$ cat config.mk
export PLATFORM = sky130hd
export DESIGN_NAME = spi_slave_flat
export DESIGN_NICKNAME = d
export VERILOG_FILES = /design/src/rtl/spi_pkg.sv /design/src/rtl/spi_slave_if.sv /design/src/rtl/spi_sync_edge.sv /design/src/rtl/spi_slave.sv /design/src/flat_wrapper.sv
export SDC_FILE = /design/constraint.sdc
export NUM_CORES = 1
export LEC_CHECK = 0
export ABC_CLOCK_PERIOD_IN_PS = 2190
export CAP_MARGIN = 5
export CORE_MARGIN = 2
export CORE_UTILIZATION = 50
export CTS_CLUSTER_DIAMETER = 60
export DETAILED_ROUTE_END_ITERATION = 7
export MAX_ROUTING_LAYER = met4
export PLACE_DENSITY = 0.73
export SYNTH_ARGS = -nofsm -noshare
export SYNTH_HDL_FRONTEND = slang
export SYNTH_SLANG_ARGS = --single-unit
export TNS_END_PERCENT = 1
$ cat constraint.sdc
create_clock -name clk -period 2.19 [get_ports clk]
set_clock_uncertainty 0.05 [all_clocks]
set_input_delay 0.438 -clock clk [delete_from_list [all_inputs] [get_ports clk]]
set_output_delay 0.438 -clock clk [all_outputs]
set_load 0.005 [all_outputs]
$ cat src/rtl/spi_pkg.sv
// Shared SPI definitions: FSM encoding, mode constants, default word width
// and the sclk edge-role helper used by the slave.
package spi_pkg;

   localparam int DEFAULT_WIDTH = 8;

   localparam logic [0:0] ST_IDLE   = 1'b0;
   localparam logic [0:0] ST_ACTIVE = 1'b1;

   // Mode encoding is {CPOL, CPHA}
   localparam logic [1:0] MODE0 = 2'b00;
   localparam logic [1:0] MODE1 = 2'b01;
   localparam logic [1:0] MODE2 = 2'b10;
   localparam logic [1:0] MODE3 = 2'b11;

   // Map raw sclk rise/fall pulses to {sample, shift} roles for a mode.
   // Leading edge leaves the CPOL idle level, trailing edge returns to it.
   function automatic logic [1:0] edge_select(input logic cpol,
                                              input logic cpha,
                                              input logic rise,
                                              input logic fall);
      logic leading;
      logic trailing;
      leading  = cpol ? fall : rise;
      trailing = cpol ? rise : fall;
      return cpha ? {trailing, leading} : {leading, trailing};
   endfunction

endpackage

$ cat src/rtl/spi_slave_if.sv
// SPI pins plus the parallel transmit/receive bus of the slave.
interface spi_slave_if
   import spi_pkg::*;
#(
   parameter int WIDTH = DEFAULT_WIDTH
);
   logic             CPOL;
   logic             CPHA;
   logic             cs_n;
   logic             sclk;
   logic             MOSI;
   logic             MISO;
   logic             miso_en;
   logic [WIDTH-1:0] initialize_data;
   logic             load;
   logic [WIDTH-1:0] slave_data;
   logic             rx_valid;
   logic             busy;

   modport slave (
      input  CPOL, CPHA, cs_n, sclk, MOSI, initialize_data, load,
      output MISO, miso_en, slave_data, rx_valid, busy
   );

   modport master (
      output CPOL, CPHA, cs_n, sclk, MOSI, initialize_data, load,
      input  MISO, miso_en, slave_data, rx_valid, busy
   );
endinterface

$ cat src/rtl/spi_sync_edge.sv
// Multi-flop synchronizer for an asynchronous pin, with a registered copy of
// the synchronized level for rise/fall detection. SYNC_STAGES must be >= 2.
// Everything resets to 0, so a pin that is already low at reset release
// produces no fall pulse.
module spi_sync_edge #(
   parameter int SYNC_STAGES = 2
) (
   input  logic clk,
   input  logic reset,
   input  logic din,
   output logic level,
   output logic rise,
   output logic fall
);
   logic [SYNC_STAGES-1:0] sync_r;
   logic                   prev_r;

   // Synchronizer chain and previous-level register
   always_ff @(posedge clk or negedge reset) begin
      if (!reset) begin
         sync_r <= {SYNC_STAGES{1'b0}};
         prev_r <= 1'b0;
      end else begin
         sync_r <= {sync_r[SYNC_STAGES-2:0], din};
         prev_r <= sync_r[SYNC_STAGES-1];
      end
   end

   assign level = sync_r[SYNC_STAGES-1];
   assign rise  = level & ~prev_r;
   assign fall  = ~level & prev_r;
endmodule

$ cat src/rtl/spi_slave.sv
// SPI slave: oversamples sclk/cs_n/MOSI into clk, deserializes MSB-first
// words and serializes the transmit buffer on MISO, in all four modes.
module spi_slave
   import spi_pkg::*;
#(
   parameter int WIDTH       = DEFAULT_WIDTH,
   parameter int SYNC_STAGES = 2
) (
   input logic        clk,
   input logic        reset,
   spi_slave_if.slave bus
);
   localparam int               CNT_W = $clog2(WIDTH + 1);
   localparam logic [CNT_W-1:0] LAST  = CNT_W'(WIDTH - 1);
   localparam logic [CNT_W-1:0] ZERO  = CNT_W'(0);
   localparam logic [CNT_W-1:0] ONE   = CNT_W'(1);

   logic sclk_level_s, sclk_rise_s, sclk_fall_s;
   logic cs_level_s, cs_rise_s, cs_fall_s;
   logic mosi_s, mosi_rise_s, mosi_fall_s;
   logic sample_s, shift_s;
   logic unused_s;
   logic [WIDTH-1:0] next_word_s;
   logic [WIDTH-1:0] rx_next_s;

   logic [0:0]       state_r;
   logic             cpol_r;
   logic             cpha_r;
   logic [CNT_W-1:0] cnt_r;
   logic [WIDTH-1:0] tx_buf_r;
   logic [WIDTH-1:0] tx_shift_r;
   logic [WIDTH-1:0] rx_shift_r;
   logic [WIDTH-1:0] slave_data_r;
   logic             rx_valid_r;
   logic             miso_r;

   spi_sync_edge #(.SYNC_STAGES(SYNC_STAGES)) u_sync_sclk (
      .clk(clk), .reset(reset), .din(bus.sclk),
      .level(sclk_level_s), .rise(sclk_rise_s), .fall(sclk_fall_s)
   );

   spi_sync_edge #(.SYNC_STAGES(SYNC_STAGES)) u_sync_cs (
      .clk(clk), .reset(reset), .din(bus.cs_n),
      .level(cs_level_s), .rise(cs_rise_s), .fall(cs_fall_s)
   );

   spi_sync_edge #(.SYNC_STAGES(SYNC_STAGES)) u_sync_mosi (
      .clk(clk), .reset(reset), .din(bus.MOSI),
      .level(mosi_s), .rise(mosi_rise_s), .fall(mosi_fall_s)
   );

   // Only the edge pulses of sclk/cs_n and the level of MOSI are needed
   assign unused_s = sclk_level_s ^ cs_level_s ^ mosi_rise_s ^ mosi_fall_s;

   assign {sample_s, shift_s} = edge_select(cpol_r, cpha_r, sclk_rise_s, sclk_fall_s);

   // A load in the same cycle as a reload wins over the stored buffer
   assign next_word_s = bus.load ? bus.initialize_data : tx_buf_r;
   assign rx_next_s   = {rx_shift_r[WIDTH-2:0], mosi_s};

   // Transfer FSM, shift registers, bit counter and registered outputs
   always_ff @(posedge clk or negedge reset) begin
      if (!reset) begin
         state_r      <= ST_IDLE;
         cpol_r       <= 1'b0;
         cpha_r       <= 1'b0;
         cnt_r        <= ZERO;
         tx_buf_r     <= {WIDTH{1'b0}};
         tx_shift_r   <= {WIDTH{1'b0}};
         rx_shift_r   <= {WIDTH{1'b0}};
         slave_data_r <= {WIDTH{1'b0}};
         rx_valid_r   <= 1'b0;
         miso_r       <= 1'b0;
      end else begin
         rx_valid_r <= 1'b0;
         if (bus.load) begin
            tx_buf_r <= bus.initialize_data;
         end else begin
            tx_buf_r <= tx_buf_r;
         end
         case (state_r)
            ST_IDLE: begin
               miso_r <= 1'b0;
               if (cs_fall_s) begin
                  cpol_r     <= bus.CPOL;
                  cpha_r     <= bus.CPHA;
                  tx_shift_r <= next_word_s;
                  miso_r     <= next_word_s[WIDTH-1];
                  cnt_r      <= ZERO;
                  state_r    <= ST_ACTIVE;
               end else begin
                  state_r <= ST_IDLE;
               end
            end
            ST_ACTIVE: begin
               if (sample_s) begin
                  rx_shift_r <= rx_next_s;
                  if (cnt_r == LAST) begin
                     slave_data_r <= rx_next_s;
                     rx_valid_r   <= 1'b1;
                     cnt_r        <= ZERO;
                     tx_shift_r   <= next_word_s;
                  end else begin
                     cnt_r <= cnt_r + ONE;
                  end
               end else begin
                  rx_shift_r <= rx_shift_r;
               end
               // First shift edge of a word only presents the MSB
               if (shift_s) begin
                  if (cnt_r == ZERO) begin
                     miso_r <= tx_shift_r[WIDTH-1];
                  end else begin
                     tx_shift_r <= {tx_shift_r[WIDTH-2:0], 1'b0};
                     miso_r     <= tx_shift_r[WIDTH-2];
                  end
               end else begin
                  miso_r <= miso_r;
               end
               // Deselect last so a coincident final sample still completes
               if (cs_rise_s) begin
                  state_r <= ST_IDLE;
                  cnt_r   <= ZERO;
                  miso_r  <= 1'b0;
               end else begin
                  state_r <= ST_ACTIVE;
               end
            end
            default: begin
               state_r <= ST_IDLE;
               cnt_r   <= ZERO;
               miso_r  <= 1'b0;
            end
         endcase
      end
   end

   assign bus.MISO       = miso_r;
   assign bus.miso_en    = (state_r == ST_ACTIVE);
   assign bus.busy       = (state_r == ST_ACTIVE);
   assign bus.slave_data = slave_data_r;
   assign bus.rx_valid   = rx_valid_r;
endmodule

$ cat src/flat_wrapper.sv
// flat-port wrapper written by rule: the top's interface ports become plain ports
module spi_slave_flat import spi_pkg::*;
#(
   parameter int WIDTH       = DEFAULT_WIDTH,
   parameter int SYNC_STAGES = 2
)
  (clk, reset, bus_CPOL, bus_CPHA, bus_cs_n, bus_sclk, bus_MOSI, bus_initialize_data, bus_load, bus_MISO, bus_miso_en, bus_slave_data, bus_rx_valid, bus_busy);
  spi_slave_if #(.WIDTH(WIDTH)) bus_i ();
  input logic clk;
  input logic reset;
  input wire logic [$bits(bus_i.CPOL)-1:0] bus_CPOL;
  input wire logic [$bits(bus_i.CPHA)-1:0] bus_CPHA;
  input wire logic [$bits(bus_i.cs_n)-1:0] bus_cs_n;
  input wire logic [$bits(bus_i.sclk)-1:0] bus_sclk;
  input wire logic [$bits(bus_i.MOSI)-1:0] bus_MOSI;
  input wire logic [$bits(bus_i.initialize_data)-1:0] bus_initialize_data;
  input wire logic [$bits(bus_i.load)-1:0] bus_load;
  output wire logic [$bits(bus_i.MISO)-1:0] bus_MISO;
  output wire logic [$bits(bus_i.miso_en)-1:0] bus_miso_en;
  output wire logic [$bits(bus_i.slave_data)-1:0] bus_slave_data;
  output wire logic [$bits(bus_i.rx_valid)-1:0] bus_rx_valid;
  output wire logic [$bits(bus_i.busy)-1:0] bus_busy;
  assign bus_i.CPOL = bus_CPOL;
  assign bus_i.CPHA = bus_CPHA;
  assign bus_i.cs_n = bus_cs_n;
  assign bus_i.sclk = bus_sclk;
  assign bus_i.MOSI = bus_MOSI;
  assign bus_i.initialize_data = bus_initialize_data;
  assign bus_i.load = bus_load;
  assign bus_MISO = bus_i.MISO;
  assign bus_miso_en = bus_i.miso_en;
  assign bus_slave_data = bus_i.slave_data;
  assign bus_rx_valid = bus_i.rx_valid;
  assign bus_busy = bus_i.busy;
  spi_slave #(.WIDTH(WIDTH), .SYNC_STAGES(SYNC_STAGES)) u_core (.clk(clk), .reset(reset), .bus(bus_i));
endmodule
# Word-level counts from Yosys, hierarchy flattened
# Cells that the tools add are included.
# op_classes
n_reduce_logical,5
muxes,26
bitwise,9
eq_ne,4
addsub,1
# ops
cell,count
2-to-1 mux 8 bit,6
2-to-1 mux 4 bit,4
one-hot mux 8 bit (2 select lines),1
2-to-1 mux 1 bit,11
one-hot mux 4 bit (2 select lines),1
"inequality test 3 x 1 -> 1 bit, second input constant",2
AND reduction 2 bit,3
inverter 1 bit,5
"adder 4 x 1 -> 4 bit, second input constant",1
AND 1 bit,4
"equality test 4 x 3 -> 1 bit, second input constant",1
logical NOT 4 bit,1
one-hot mux 1 bit (2 select lines),2
AND reduction 3 bit,1
2-to-1 mux 2 bit,1
"inequality test 2 x 1 -> 1 bit, second input constant",1
# word_totals
out_inout_bits,12
word_cells,60
inputBits,16
regBits,48

# Logic depth before layout (Yosys ltp)
# logic_depth
ltp_word,8
ltp_mapped,6
depth_no_buf,6

# Hierarchy
# Synthesis repeated with hierarchy kept, for this count alone.
# hier_totals
hier_cells,171
area_unflattened_um2,2187.1
# modules_own_cells
module,area_per_inst_um2,cells_each,seq_area_each_um2,instances
spi_slave,1916.8,156,1001.0,1
spi_sync_edge,90.1,5,75.1,3

# Worst setup path after synthesis
# No wires, ideal clock.
# synth_timing
path_type,reg-to-reg
startpoint,reg u_core.cnt_r[0]
endpoint,reg u_core.miso_r (netlist: u_core.bus.MISO)
setup_time_ns,0.121
path_buffers,0
period_less_slack_ns,1.722
setup_slack_ns,0.468
path_stages_with_launch,7
required_time_ns,2.019
arrival_time_ns,1.552
path_cell_list,dfrtp_1 inv_1 ha_1 nor3b_2 mux2_2 mux2i_1 o21ai_1
# synth_via
elab_chain_len,5
# synth_rtl
element,line_no,text
from (decl),spi_slave.sv:29,logic [CNT_W-1:0] cnt_r;
from (signal assigned),spi_slave.sv:104,cnt_r <= cnt_r + ONE;
logical NOT 4 bit,spi_slave.sv:111,if (cnt_r == ZERO) begin
2-to-1 mux 1 bit,spi_slave.sv:111,
2-to-1 mux 1 bit,spi_slave.sv:110,if (shift_s) begin
2-to-1 mux 1 bit,spi_slave.sv:121,if (cs_rise_s) begin
one-hot mux 1 bit (2 select lines),spi_slave.sv:81,case (state_r)
to (signal assigned),spi_slave.sv:88,miso_r <= next_word_s[WIDTH-1];
to (signal assigned),spi_slave.sv:112,miso_r <= tx_shift_r[WIDTH-1];
to (signal assigned),spi_slave.sv:115,miso_r <= tx_shift_r[WIDTH-2];
to (decl),spi_slave.sv:35,logic miso_r;
# Every way passes these cells. The select of a mux whose other input is x is not followed.
# A chain may end at the register's enable or synchronous reset.

# Worst setup path after layout
# layout_timing
startpoint,reg u_core.cpol_r
endpoint,reg u_core.cnt_r[2]
# layout_via
elab_chain_len,4
elab_cells_between_ends,5
cone_classes,1 x eq/ne; 3 x mux; 1 x reduce/logical
# layout_rtl
element,line_no,text
from (decl),spi_slave.sv:27,logic cpol_r;
from (signal assigned),spi_slave.sv:85,cpol_r <= bus.CPOL;
"2-to-1 mux 1 bit, on equally long branches","spi_pkg.sv:24, spi_pkg.sv:25",
2-to-1 mux 2 bit (*),spi_pkg.sv:26,"return cpha ? {trailing, leading} : {leading, trailing};"
inequality test 3 x 1 -> 1 bit (no line) (*),--,
AND reduction 2 bit (no line) (*),--,
# Mark *: on every way between the ends. The rest lies on a longest branch, timed or not.

==> impl_metrics.json <==
{
  "min_path_type": "in2async",
  "ys_ff_latch": 48,
  "core_um2": 4750,
  "instances_no_fill": 315,
  "cts-root-buf": "clkbuf_8",
  "final-setup-viol-count": 0,
  "die_x_um": 74.4,
  "cts_buffers": 5,
  "area_delta_synth_final_pct": 20.0,
  "h-tree-depth": 2,
  "routed_via_density": 5.62,
  "critical_path.max_stage_delay_ns": 0.43,
  "syn-cell-area_um2": 2480,
  "min_period_ns": 1.88,
  "synth.largest_area_cell": "dfrtp_1",
  "layout-drive-gt1-share": 0.214,
  "initial_core_util": 0.522,
  "synth.top_cell.area_share": 0.484,
  "synth_edf_count": 0,
  "vias": 1771,
  "nNetsFinal": 265,
  "crit_cells": 5,
  "r2r-end": "u_core.cnt_r[2]",
  "rows": 25,
  "power.leakage_nw": 1.28,
  "required_ns": 2.35,
  "critPathCaptureType": "flop",
  "status": "complete, no violations",
  "pwr_density_cell_nw_per_um2": 870,
  "start_kind": "flop",
  "critPathCapture": "u_core.cnt_r[2]",
  "drc": 0,
  "worstMarginPinSlew_ns": 0.452,
  "setup_tns_ns": 0,
  "seqPwrFrac": 0.455,
  "synth_most_common_cell": "dfrtp_1",
  "critical_path.max_fanout": 9,
  "cts_buffer_depth": 2,
  "startpoint": "u_core.cpol_r",
  "met1_length_mm": 2.36,
  "dp_hpwl_mm": 3.25,
  "hold_buffers": 0,
  "crit_chain": "xor2_1 -> buf_4 -> mux2i_2 -> o21ai_0 -> a211oi_1",
  "slew_headroom": 0.698,
  "layout_setup_ws_ns": 0.313,
  "grt.overflow.total": 0,
  "rr_worst_depth": 5,
  "switching_share": 0.310,
  "combPwrFrac": 0.300,
  "syn_nets": 231,
  "post_cts_resized": 0,
  "synthDistinctLibCells": 45,
  "critPathKind": "reg2reg",
  "rsz0062_at_grt": "no",
  "wl_met3_um": 199,
  "period_share": 0.857,
  "dr.pass1.iters": 4,
  "grt_max_degree": 49,
  "place.gp.congestion": 0.855,
  "insertion_delay_ns": 0.31,
  "max_clock_freq_mhz": 533,
  "hold_viol": 0,
  "critical-path-top-delay-family": "flip-flops",
  "wl_per_cell_um": 14.9,
  "irDropWorstVdd_v": 0.000412,
  "die_h_um": 74.4,
  "grt_pass1_vias": 1665,
  "p_clk_frac": 0.246,
  "clock_sinks": 48,
  "r2r_slack_ns": 0.31,
  "cp_num_buf_inv": 1,
  "io-pin-count": 28,
  "avgSynthCellArea_um2": 11.6,
  "pre_cts_ws_ns": 0.159,
  "die-area_um2": 5540,
  "finalWirelength_mm": 4.70,
  "gr-usage-all-layers": 0.194,
  "synth_warnings": 0,
  "synthCells": 213,
  "crit_slowest_cell": "dfrtp_1",
  "placedCellCount": 307,
  "diodes": 0,
  "cts.clk_slew.worst_paths_ns": 0.08,
  "p_int_mw": 1.79,
  "critical_path_arrival_ns": 2.04,
  "p_switching_mw": 0.802,
  "ys.flop_type": "dfrtp_1",
  "yosys-top-cells-area": "dfrtp_1, mux2_2, mux2_4",
  "yosys-top-cells-count": "dfrtp_1, nor2_1, mux2_2",
  "antenna_found_initial": 0,
  "slew_violations": 0,
  "cts_setup_buffers": 0,
  "drv_cap": 0,
  "dr_wl_met2_mm": 2.07,
  "top_layer_used": "met4",
  "crit-reg2reg-launch": "u_core.cpol_r",
  "fill_cells": 417,
  "synth.yosys.seq_area_share": 0.484,
  "grt_pass1_wl_mm": 7.89,
  "drt_first_iter_violations": 108,
  "ys_async_sr_fraction": 1.00,
  "numPortBuffers": 27,
  "cts_tree": "built",
  "postRouteAntennaNets": 0
}
## kinds of logic (layout without fill, tap and decap cells)
family	Yosys count	in the layout	share of synthesized area
xor+xnor	2	2	0.0101
buf+inv	17	52	0.0363
flops	48	48	0.484
mux	38	38	0.184
fa+ha+maj	2	2	0.0101
simple gates	52	52	0.112
compound gates	54	54	0.163
## power by group through the flow
stage               clock (mW)  sequential (mW)  combinational (mW)
global placement             0             1.19               0.759
floorplan                    0             1.15               0.592
global route             0.693             1.20               0.849
detailed placement           0             1.19               0.777
CTS                      0.656             1.18               0.778
finish                   0.636             1.18               0.776
## worst reg2reg max path: cells and delay by family, from the launching register on
kind            cells  cell delay, ns
xor+xnor            1            0.31
mux                 1            0.38
buf+inv             1            0.23
compound gates      2            0.38
flops               1            0.43
## worst min path at each step
stage,startpoint,cells after the start,end
floorplan,reset,0,u_core.bus.MISO
global placement,u_core.u_sync_mosi.sync_r[0],0,u_core.u_sync_mosi.sync_r[1]
detailed placement,u_core.u_sync_cs.sync_r[0],0,u_core.u_sync_cs.sync_r[1]
CTS,reset,2,u_core.tx_buf_r[1]
global route,reset,2,u_core.tx_shift_r[5]
finish,reset,2,u_core.cnt_r[2]
## per-stage QoR
stage / area (um2) / hold slack (ns) / total power, mW / utilization
after floorplan: 2480 / 0.0924 / 1.74 / -
after global placement: 2870 / 0.282 / 1.95 / 0.603
after detailed placement: 2870 / 0.287 / 1.97 / 0.603
after CTS: 2970 / 0.0545 / 2.61 / 0.625
after global routing: 2980 / 0.0699 / 2.75 / 0.626
final: 2980 / 0.0417 / 2.59 / 0.626
## cell type report
class | count | area (um2) | area share
Sequential cell | 48 | 1200 | 0.404
Tap cell | 67 | 83.8 | 0.0282
Multi-Input combinational cell | 148 | 1190 | 0.401
Clock inverter | 2 | 35.0 | 0.0118
Inverter | 4 | 15.0 | 0.00504
Timing Repair Buffer | 40 | 375 | 0.126
Clock buffer | 6 | 72.6 | 0.0244
## registers in the layout, indices dropped and copies added, names as in the netlist
| signal | cells |
|---|---|
| u_core.bus.MISO | 1 |
| u_core.bus.busy | 1 |
| u_core.bus.rx_valid | 1 |
| u_core.bus.slave_data | 8 |
| u_core.cnt_r | 4 |
| u_core.cpha_r | 1 |
| u_core.cpol_r | 1 |
| u_core.rx_shift_r | 7 |
| u_core.tx_buf_r | 8 |
| u_core.tx_shift_r | 8 |
| u_core.u_sync_cs.prev_r | 1 |
| u_core.u_sync_cs.sync_r | 2 |
| u_core.u_sync_mosi.sync_r | 2 |
| u_core.u_sync_sclk.prev_r | 1 |
| u_core.u_sync_sclk.sync_r | 2 |
## layout by cell type, fill, tap and decap left out, types with 4 or more instances in the layout
master,instances
mux2_4,8
o2bb2ai_1,6
clkdlybuf4s50_1,26
mux2_2,15
o21ai_0,5
nand2_1,11
clkbuf_8,5
dfrtp_1,48
nor2_1,24
buf_4,12
a21oi_1,9
a221o_1,6
o21ai_1,7
mux2i_1,9
inv_1,4
o32a_1,7
mux2_1,4
## layer usage
layer	up-vias	global-route usage
met2	42	0.286
met5	-	-
met1	873	0.263
met4	0	0.0833
li1	848	-
met3	8	0.0352
Note: power is estimated with default switching activity, not from simulation.
==> RTL change 1 (config.mk and constraints unchanged) <==
Reset style: synchronous (`reset`), changed in 2 clocked blocks. Comments in the files are not updated.
--- a/src/rtl/spi_sync_edge.sv
+++ b/src/rtl/spi_sync_edge.sv
@@ -18,3 +18,3 @@
    // Synchronizer chain and previous-level register
-   always_ff @(posedge clk or negedge reset) begin
+   always_ff @(posedge clk) begin
       if (!reset) begin
--- a/src/rtl/spi_slave.sv
+++ b/src/rtl/spi_slave.sv
@@ -61,3 +61,3 @@
    // Transfer FSM, shift registers, bit counter and registered outputs
-   always_ff @(posedge clk or negedge reset) begin
+   always_ff @(posedge clk) begin
       if (!reset) begin
Formal check against the unedited RTL: differs if reset is asserted again (counterexample within 10 cycles, from zero or initial values and one cycle with reset low); with reset held inactive, the same outputs for 10 cycles.
==> RTL change 1 against the original RTL <==
Design area fell by 5.1%; sequential cell count did not move; cell count rose by 13%; synthesized area fell by 4.7%; routed wire length rose by 16%; worst setup slack got worse by 0.028 ns; critical path type unchanged; critical endpoint is now u_core.bus.slave_data[4]$_SDFFE_PN0P_; largest cell class is now multi-input combinational cells; highest routed layer unchanged.
Power is not compared: it rests on default switching activity, and its combinational part moved more than twofold at a synthesized area within 25%.
==> RTL change 1: results (changes against the original RTL) <==
worst_setup_path:
  r2r-end: "u_core.bus.slave_data[4]$_SDFFE_PN0P_"
  worstPathArrival_ns: 2.09  # +0.05 ns
  critPathMaxStageDelay_ns: 0.59  # +0.16 ns
  cp_max_fo: 15  # +6
  path_delay_family: "simple AND/OR/NAND/NOR gates"
  crit_slowest_cell: "dfxtp_1"
  r2r-start: "u_core.u_sync_sclk.sync_r[1]$_SDFF_PN0_"
  r2r_setup_slack_ns: 0.28  # -0.03 ns
yosys:
  async_reset_ff_share_pct: 0  # -100 points
  yosysMostFrequentCell: "dfxtp_1"
  synth_nets: 289  # +25%
  synthTopCellsByArea: "dfxtp_1 (41%), mux2i_1 (8.5%), o21ai_0 (4.7%), nand3_1 (4.2%), and2_1 (4.0%)"
  synth_cell_type_count: 43  # -4.4%
  avgSynthCellArea_um2: 8.72  # -25%
  ys_seq_area_share_pct: 40.7  # -7.8 points
cells_and_area:
  final_cells: 356  # +13%
  nets: 319  # +20%
  drive_above_1_share_pct: 12.6  # -8.8 points
route:
  dr_wl_met2_um: 2660  # +29%
  drt_iter0_markers: 197  # +82%
  wl_met3_um: 388  # +95%
  wl_met1_um: 2280  # -3.1%
  wl_per_cell_um: 15.3  # +2.6%
timing:
  holdWs_ns: 0.386  # +0.345 ns
  finalCritPeriodShare_pct: 87.0  # +1.3 points
global_route:
  globalRouteTotalUtil_pct: 23.0  # +3.6 points
  use_met2_pct: 35.6  # +6.9 points
  antenna_found_initial: 0  # unchanged
  met1_usage_pct: 28.2  # +1.9 points
  grt_use_met3_pct: 4.56  # +1.0 points
pwr:
  p_int_uw: 1220
place:
  dp.cells: 348  # +13%
  gp_congestion: 0.954  # +12%
  dp_slack_ns: 0.0826  # -0.0763 ns
  placed_cell_area_um2: 2730  # -4.8%
  hpwl_um: 3840  # +18%
hold_path:
  hold_class: "reg -> reg"
outcome:
  status: "finished clean"
-- RTL change 1: changes by cell type after synthesis, sizes merged, moves of 8 or more --
| cell | change |
|---|---|
| a21oi | +9 |
| and2 | +15 |
| dfrtp | -48 |
| dfxtp | +48 |
| mux2 | -19 |
| mux2i | +10 |
| nand2 | +9 |
| nand3 | +18 |
| nand4 | +8 |
| o21ai | +9 |
-- RTL change 1: final cells by class --
class                   count  area, µm²
multi-input cells         196       1280
repair buffers             43        390
well taps                  54       67.6
clock buffers               6       82.6
clock inverters             2       15.0
inverters                   7       26.3
fillers                   410       1810
flip-flops and latches     48        961
-- RTL change 1: cells by family after synthesis --
logic type      after synthesis  synth area share [%]
buf+inv                      27                  5.13
compound gates               68                  18.1
mux                          29                  12.9
flops                        48                  40.7
fa+ha+maj                     2                  1.06
xor+xnor                      2                  1.06
simple gates                 95                  21.1
==> RTL change 2 (same settings) <==
Made on the original files. Set the package constant `DEFAULT_WIDTH` to 16 (it was 8).
--- a/src/rtl/spi_pkg.sv
+++ b/src/rtl/spi_pkg.sv
@@ -4,3 +4,3 @@
 
-   localparam int DEFAULT_WIDTH = 8;
+   localparam int DEFAULT_WIDTH = 16;
 
Ports: changed (resized bus_initialize_data and bus_slave_data); port bits go from 28 to 44. The function was not compared with the original's and may differ.
==> RTL change 2 against the original RTL <==
The flow now finishes with violations (negative hold slack); routed wire length up 81%; synthesized area up 57%; global-route usage up 2.4 points; non-clock buffer count up 20; worst setup slack worse by 0.16 ns; sequential cell count up 33; total power up 59%; design area up 59%; sequential power up 64%; critical endpoint is now u_core.tx_shift_r[15]$_DFFE_PN0P_; largest power group unchanged; highest routed layer unchanged.
==> RTL change 2: results (changes against the original RTL) <==
outcome:
  status: "finished, violations left"
  violations: "negative hold slack"
cells_and_area:
  nets: 415  # +57%
  n_clock_buffer: 9  # +3
  multi_input_area_um2: 1740  # +45%
  fillers: 604  # +45%
  buffer_area_share_pct: 12.6  # +0.032 points
  seq_area_um2: 2030  # +69%
  fin_area_um2: 4720  # +59%
  nNonClkBuffers: 60  # +50%
  drive_above_1_share_pct: 20.1  # -1.3 points
  inverters: 5  # +1
  nMultiInputCombCells: 232  # +57%
  final_cells: 495  # +57%
  clk_share_pct: 4.53  # +0.92 points
worst_setup_path:
  crit_slowest_cell: "dfrtp_1"
  critPathMaxStageDelay_ns: 0.42
  critPathLaunch: "u_core.cnt_r[0]$_DFFE_PN0P_"
  path_delay_family: "simple AND/OR/NAND/NOR gates"
  cp_max_fo: 31  # +22
  worstPathArrival_ns: 2.21  # +0.17 ns
yosys:
  synth-seq-cells: 81  # +69%
  synth_cell_type_count: 40  # -11%
  avgSynthCellArea_um2: 11.3  # -3.1%
  synth_commonest_cells: "dfrtp_1 (81), mux2_2 (38), o21ai_0 (31)"
  yosys_warnings: 0  # unchanged
  synth_nets: 372  # +61%
  ys_seq_area_share_pct: 51.9  # +3.5 points
  synthTopCellsByArea: "dfrtp_1 (52%), mux2_2 (11%), nor4_1 (4.8%), o21ai_0 (4.0%), a222oi_1 (3.8%)"
pwr:
  p_leak_uw: 0.00206  # +61%
  ir_drop_v: 0.000589  # +43%
timing:
  finalHoldViolCount: 10  # +10
  holdWs_ns: -0.00462  # -0.0463 ns
  tightest_slew_ns: 0.825  # +0.373 ns
place:
  io_buffer_count: 43  # +59%
  dp.cells: 480  # +56%
  gp_congestion: 0.805  # -5.8%
  dp_slack_ns: -0.151  # -0.310 ns
  placed_cell_area_um2: 4500  # +57%
  hpwl_um: 5270  # +62%
route:
  via_count: 3039  # +72%
  wl_met1_um: 3600  # +53%
  wl_met3_um: 566  # +180%
  wl_per_cell_um: 17.2  # +15%
  dr_wl_met2_um: 4240  # +100%
  drt-pass1-iter-count: 8  # +4
  top_layer: "met4"
  drt_iter0_markers: 353  # +230%
global_route:
  grt_use_met3_pct: 5.29  # +1.8 points
  globalRouteTotalUtil_pct: 21.8  # +2.4 points
  grt_first_pass_wirelength_um: 14400  # +82%
  grt_max_degree: 46  # -6.1%
  use_met2_pct: 34.5  # +5.9 points
  grt_pass1_vias: 3094  # +86%
  met1_usage_pct: 27.0  # +0.77 points
die:
  num_rows: 32  # +28%
clocking:
  htreeDepth: 3  # +1
  clk_latency_ns: 0.35  # +0.04 ns
  cts_made_buffers: 9  # +4
-- RTL change 2: changes by cell type after synthesis, moves of 8 or more --
| cell | before | now |
|---|---|---|
| a222oi_1 | 0 | 15 |
| mux2i_1 | 10 | 2 |
| clkbuf_1 | 6 | 21 |
| o21ai_0 | 5 | 31 |
| mux2_4 | 8 | 0 |
| dfrtp_1 | 48 | 81 |
| nor2b_1 | 3 | 16 |
| nor4_1 | 2 | 30 |
| mux2_2 | 15 | 38 |
| o2111ai_1 | 0 | 15 |
| nand2_1 | 11 | 21 |
-- RTL change 2: what timing repair did --
item	in CTS	in global routing
endpoints found under the setup margin	15	15
buffers inserted	0	0
resized for setup	1	3
-- RTL change 2: worst paths after layout --
check,end,slack [ns],depth (start not counted)
worst min-delay path,u_core.tx_buf_r[11]$_DFF_PN0_,-0.005,1
worst max register to register,u_core.tx_shift_r[15]$_DFFE_PN0P_,0.16,7
max in group asynchronous,u_core.tx_shift_r[14]$_DFFE_PN0P_,1.50,2
worst min register to register,u_core.u_sync_cs.sync_r[1]$_DFF_PN0_,0.30,0
min in group clk,u_core.u_sync_cs.sync_r[1]$_DFF_PN0_,0.30,0
worst max-delay path,u_core.tx_shift_r[15]$_DFFE_PN0P_,0.16,7
-- RTL change 2: logic make-up (layout without fill, tap and decap cells) --
logic type                 after synthesis  after routing  synth area share (%)
AOI/OAI and AO/OA                       78             78                  14.3
xor gates and xnor gates                 2              2                 0.833
adders and majority gates                2              2                 0.641
buffers and inverters                   33             80                  3.84
DFF                                     81             81                  51.9
muxes                                   52             52                  15.2
and+or+nand+nor                         98             98                  13.3
-- RTL change 2: power breakdown --
| group | total, µW | internal [µW] | switching, µW |
|---|---|---|---|
| registers | 1930 | 1720 | 206 |
| clock network | 1190 | 642 | 549 |
| logic | 1000 | 459 | 545 |
